==> src/rtl/battle_datapath.sv <==
// Battle datapath: HP registers, LFSR-driven crit/AI move selection, and
// clamped/saturated damage calculation applied to the selected target.
module battle_datapath #(
  parameter int          HP_W      = 4,
  parameter int          P_MAX_HP  = 15,
  parameter int          AI_MAX_HP = 15,
  parameter int          P_ATK     = 2,
  parameter int          P_DEF     = 1,
  parameter int          AI_ATK    = 2,
  parameter int          AI_DEF    = 1,
  parameter logic [7:0]  LFSR_SEED = 8'hA5
) (
  input  logic            clk,
  input  logic            reset_n,
  input  logic            restore,
  input  logic [1:0]      p_move,
  input  logic            calc_damage,
  input  logic            active_trainer,
  input  logic            target,
  input  logic            apply_damage,
  output logic [HP_W-1:0] p_hp,
  output logic [HP_W-1:0] ai_hp,
  output logic            p_fainted,
  output logic            ai_fainted,
  output logic [HP_W-1:0] last_damage,
  output logic [1:0]      ai_move,
  output logic            crit
);

  localparam int RAW_W = HP_W + 3;
  localparam logic [HP_W-1:0]         DMG_MAX  = '1;
  localparam logic [HP_W-1:0]         P_MAX    = HP_W'(P_MAX_HP);
  localparam logic [HP_W-1:0]         AI_MAX   = HP_W'(AI_MAX_HP);
  localparam logic signed [RAW_W-1:0] RAW_ONE  = RAW_W'(1);
  localparam logic signed [RAW_W-1:0] RAW_MAX  = RAW_W'(DMG_MAX);
  localparam logic signed [RAW_W-1:0] P_ATK_S  = RAW_W'(P_ATK);
  localparam logic signed [RAW_W-1:0] P_DEF_S  = RAW_W'(P_DEF);
  localparam logic signed [RAW_W-1:0] AI_ATK_S = RAW_W'(AI_ATK);
  localparam logic signed [RAW_W-1:0] AI_DEF_S = RAW_W'(AI_DEF);

  function automatic logic [HP_W-1:0] clamp_raw(input logic signed [RAW_W-1:0] raw);
    if (raw < RAW_ONE)      clamp_raw = HP_W'(1);
    else if (raw > RAW_MAX) clamp_raw = DMG_MAX;
    else                    clamp_raw = raw[HP_W-1:0];
  endfunction

  function automatic logic [HP_W-1:0] crit_double(input logic [HP_W-1:0] d);
    logic [HP_W:0] dbl;
    dbl = {d, 1'b0};
    crit_double = dbl[HP_W] ? DMG_MAX : dbl[HP_W-1:0];
  endfunction

  function automatic logic [HP_W-1:0] sat_sub(input logic [HP_W-1:0] hp,
                                              input logic [HP_W-1:0] d);
    sat_sub = (d >= hp) ? '0 : hp - d;
  endfunction

  logic [7:0]      lfsr_q, lfsr_d;
  logic [HP_W-1:0] p_hp_q, p_hp_d, ai_hp_q, ai_hp_d;
  logic [HP_W-1:0] last_damage_q, last_damage_d;
  logic [1:0]      ai_move_q, ai_move_d;
  logic            crit_q, crit_d;

  logic [1:0]              move_sel;
  logic signed [RAW_W-1:0] atk_s, def_s, power_s, raw_s;
  logic [HP_W-1:0]         clamped, dmg_new;
  logic                    crit_hit;

  always_comb begin
    move_sel = active_trainer ? lfsr_q[1:0] : p_move;
    atk_s    = active_trainer ? AI_ATK_S : P_ATK_S;
    def_s    = active_trainer ? P_DEF_S  : AI_DEF_S;
    power_s  = $signed({{(RAW_W-2){1'b0}}, move_sel}) + RAW_ONE;
    raw_s    = power_s + atk_s - def_s;
    clamped  = clamp_raw(raw_s);
    crit_hit = &lfsr_q[7:5];
    dmg_new  = crit_hit ? crit_double(clamped) : clamped;
  end

  always_comb begin
    lfsr_d        = {lfsr_q[6:0], lfsr_q[7] ^ lfsr_q[5] ^ lfsr_q[4] ^ lfsr_q[3]};
    p_hp_d        = p_hp_q;
    ai_hp_d       = ai_hp_q;
    last_damage_d = last_damage_q;
    ai_move_d     = ai_move_q;
    crit_d        = crit_q;
    if (restore) begin
      p_hp_d        = P_MAX;
      ai_hp_d       = AI_MAX;
      last_damage_d = '0;
      crit_d        = 1'b0;
    end else begin
      // Apply reads the pre-edge damage, so a same-cycle calc never affects it.
      if (apply_damage) begin
        if (target) ai_hp_d = sat_sub(ai_hp_q, last_damage_q);
        else        p_hp_d  = sat_sub(p_hp_q, last_damage_q);
      end
      if (calc_damage) begin
        last_damage_d = dmg_new;
        crit_d        = crit_hit;
        if (active_trainer) ai_move_d = move_sel;
      end
    end
  end

  always_ff @(posedge clk) begin
    if (!reset_n) begin
      lfsr_q        <= LFSR_SEED;
      p_hp_q        <= P_MAX;
      ai_hp_q       <= AI_MAX;
      last_damage_q <= '0;
      ai_move_q     <= 2'd0;
      crit_q        <= 1'b0;
    end else begin
      lfsr_q        <= lfsr_d;
      p_hp_q        <= p_hp_d;
      ai_hp_q       <= ai_hp_d;
      last_damage_q <= last_damage_d;
      ai_move_q     <= ai_move_d;
      crit_q        <= crit_d;
    end
  end

  assign p_hp        = p_hp_q;
  assign ai_hp       = ai_hp_q;
  assign last_damage = last_damage_q;
  assign ai_move     = ai_move_q;
  assign crit        = crit_q;
  assign p_fainted   = (p_hp_q == '0);
  assign ai_fainted  = (ai_hp_q == '0);

endmodule

==> config.mk <==
export PLATFORM = sky130hd
export DESIGN_NAME = battle_datapath
export DESIGN_NICKNAME = d
export VERILOG_FILES = /design/src/rtl/battle_datapath.sv
export SDC_FILE = /design/constraint.sdc
export NUM_CORES = 1
export LEC_CHECK = 0
export BUFFER_PORTS_ARGS = -buffer_cell sky130_fd_sc_hd__buf_2
export CAP_MARGIN = 25
export CORE_MARGIN = 8
export CORE_UTILIZATION = 52
export DETAILED_ROUTE_END_ITERATION = 8
export PLACE_DENSITY = 0.82
export SETUP_SLACK_MARGIN = 0.3
export SYNTH_ARGS = -nofsm -noshare
export SYNTH_HDL_FRONTEND = slang
export SYNTH_SLANG_ARGS = --single-unit
==> constraint.sdc <==
create_clock -name clk -period 2.5 [get_ports clk]
set_clock_uncertainty 0.2 [all_clocks]
set_input_delay 0.25 -clock clk [delete_from_list [all_inputs] [get_ports clk]]
set_output_delay 0.25 -clock clk [all_outputs]
set_load 0.01 [all_outputs]
==> run_results.csv <==
group,metric,value,unit
global_routing,grt_remaining_overflow,0,
synth,ys_types,39,
final_layout,layout_common_cells,"25 x buf_2, 23 x dfxtp_1, 9 x inv_1, 9 x a21oi_1, 9 x ha_1",
floorplan,core-area,0.00219,mm²
drt,vias,942,
final_layout,fin_nets,169,
placement,hpwl,2.02,mm
synth,synth_edf_count,0,
global_routing,track_usage,12.4,%
synth,syn_nets,142,
floorplan,row_count,17,
hold_path,hold-path-cell-count,3,
final_layout,final_area,0.00137,mm²
synth,async_reset_ff_share,0,%
setup_path,crit_cells,6,
drt,drc,0,
synth,synth_area,0.00119,mm²
setup_path,arrival,2.04,ns
status,status,"completed",
sta,tightest_slew,0.566,ns
clock_network,cts_max_level,1,
sta,grt_setup_unrepaired,"false",
floorplan,start_util,54.4,%
setup_path,path_cells,"inv_1, ha_1, fa_1, and2b_1, o2111ai_2, o31ai_2",
synth,synthCells,122,
synth,avgSynthCellArea,9.77,µm²
drt,routed_wirelength,2.50,mm
setup_path,cp_data_required_time,2.53,ns
synth,ys_seq_elements,23,
clock_network,numClockSinks,23,
drt,vias_per_cell,5.35,
hold_path,hold_class,"in2reg",
setup_path,cp_num_buf_inv,1,
clock_network,clockBufferDepth,2,
synth,ys_warn_count,0,
power_and_ir_drop,ir_worst_vdd,320,µV
clock_network,cts-root-buf,"clkbuf_4",
power_and_ir_drop,p_per_area,500,mW/mm²
clock_network,cts_resized,0,
floorplan,die_width,63.9,µm
global_routing,antenna_found_initial,0,
sta,fin_crit,2.01,ns
placement,io_buffers,25,
placement,place_area,0.00133,mm²
floorplan,die_area,0.00408,mm²
final_layout,num_antenna_cells,0,
floorplan,die_h,63.9,µm
global_routing,grt_pass1_vias,963,
sta,tns,0,ns
drt,drtIter0Drc,37,
drt,wire_per_inst,14.2,µm
setup_path,critPathMaxFanout,4,
setup_path,crit_path_top_delay_cell,"fa_1",
synth,ys.flop_type,"dfxtp_1",
job,max_cap_viol_count,0,
synth,yosysSeqAreaShare,38.6,%
sta,maxSlewHeadroom,62.2,%
sta,setup_violations,0,
sta,finalMaxSlewViolations,0,
setup_path,cp_top_family,"adder cells",
sta,fin_crit_sh,80.5,%
setup_path,reg2reg_depth,6,
setup_path,setup.worst_path.class,"reg2reg",
setup_path,cp-end-kind,"register",
final_layout,stdcell_count,176,
sta,fmax,497,MHz
sta,timing.hold.ws,0.0944,ns
setup_path,start_kind,"register",
final_layout,layout_commonest_cell,"buf_2",
setup_path,critPathMaxStageDelay,0.41,ns
floorplan,io_pins,26,
final_layout,area_growth,14.8,%
drt,antenna_left,0,
final_layout,drive_gt1_share,25.0,%
sta,finalHoldViolCount,0,
placement,dp.cells,171,
placement,place_congestion,0.928,
global_routing,grt_max_degree,15,
clock_network,tritoncts,"yes",
drt,dr.pass1.iters,4,
power_and_ir_drop,p_total,0.684,mW
power_and_ir_drop,p_leak,0.663,nW
clock_network,path_clk_slew,0.12,ns
global_routing,grt_pass1_wl,4.25,mm
clock_network,cts_buffers,3,
clock_network,clk_latency,0.31,ns
==> metrics by stage <==
| step | util (%) | worst slack [ns] |
|---|---|---|
| after CTS | 62.5 | 0.504 |
| after floorplan | - | 0.592 |
| final | 62.5 | 0.488 |
| after global placement | 60.8 | 0.618 |
| after global routing | 62.5 | 0.406 |
| after detailed placement | 60.8 | 0.544 |
==> logic make-up after synthesis <==
logic type,synth area share (%)
AOI/OAI and AO/OA,15.4
xor gates and xnor gates,3.67
adders and majority gates,12.8
buffers and inverters,4.62
DFF,38.6
muxes,6.82
and+or+nand+nor,18.0
==> state kept, by name, summed over array words and instances (netlist names) <==
| name | flops |
|---|---|
| lfsr_q | 8 |
| ai_hp | 4 |
| last_damage | 4 |
| p_hp | 4 |
| ai_move | 2 |
| crit | 1 |
==> synth_stat cells, drive strengths merged (3+ instances only) <==
cell    count  share of area [%]
dfxtp      23                 39
a21oi       9                3.8
ha          9                9.4
inv         9                2.8
mux2i       7                5.9
o21ai       7                2.9
nand2b      5                2.6
and2        4                2.1
xor2        4                2.9
and2b       3                2.0
buf         3                1.5
nand2       3               0.94
nor2        3               0.94
o31ai       3                2.7
or2         3                1.6
==> worst paths after layout <==
check	to	from	slack, ns
max reg2reg	p_hp[3]	p_hp[0]	0.49
min	last_damage[0]	calc_damage	0.09
max	p_hp[3]	p_hp[0]	0.49
min reg2reg	lfsr_q[7]	lfsr_q[6]	0.25
==> worst reg2reg max path, stage by stage (launching register included) <==
cell,delay (ns)
dfxtp_1,0.39
inv_1,0.07
ha_1,0.22
fa_1,0.41
and2b_1,0.25
o2111ai_2,0.15
o31ai_2,0.26
==> final cells by class <==
type | instances | area (µm²)
timing repair buffer | 26 | 135
multi-input combinational | 86 | 677
tap | 28 | 35.0
clock inverter | 1 | 5.00
sequential | 23 | 460
inverter | 9 | 33.8
fill | 197 | 822
clock buffer | 3 | 22.5
==> per-layer routing <==
layer / GRT usage (%) / part of all wire, % / vias to the layer above
met1: 15.2 / 50 / 429
li1: - / - / 475
met2: 19.8 / 42 / 32
met5: 0 / 0 / -
met4: 3.90 / 1.6 / 0
met3: 4.36 / 7.3 / 6
==> report_power, final <==
group | switching [mW] | internal (mW)
Sequential | 0.0157 | 0.387
Clock | 0.109 | 0.0597
Combinational | 0.0596 | 0.0530
==> timing repair <==
| item | in CTS | in global routing |
|---|---|---|
| buffers inserted | 0 | 0 |
| endpoints found under the hold margin | 4 | 0 |
| hold buffers | 1 | 0 |
Note: power is estimated with default switching activity, not from simulation.
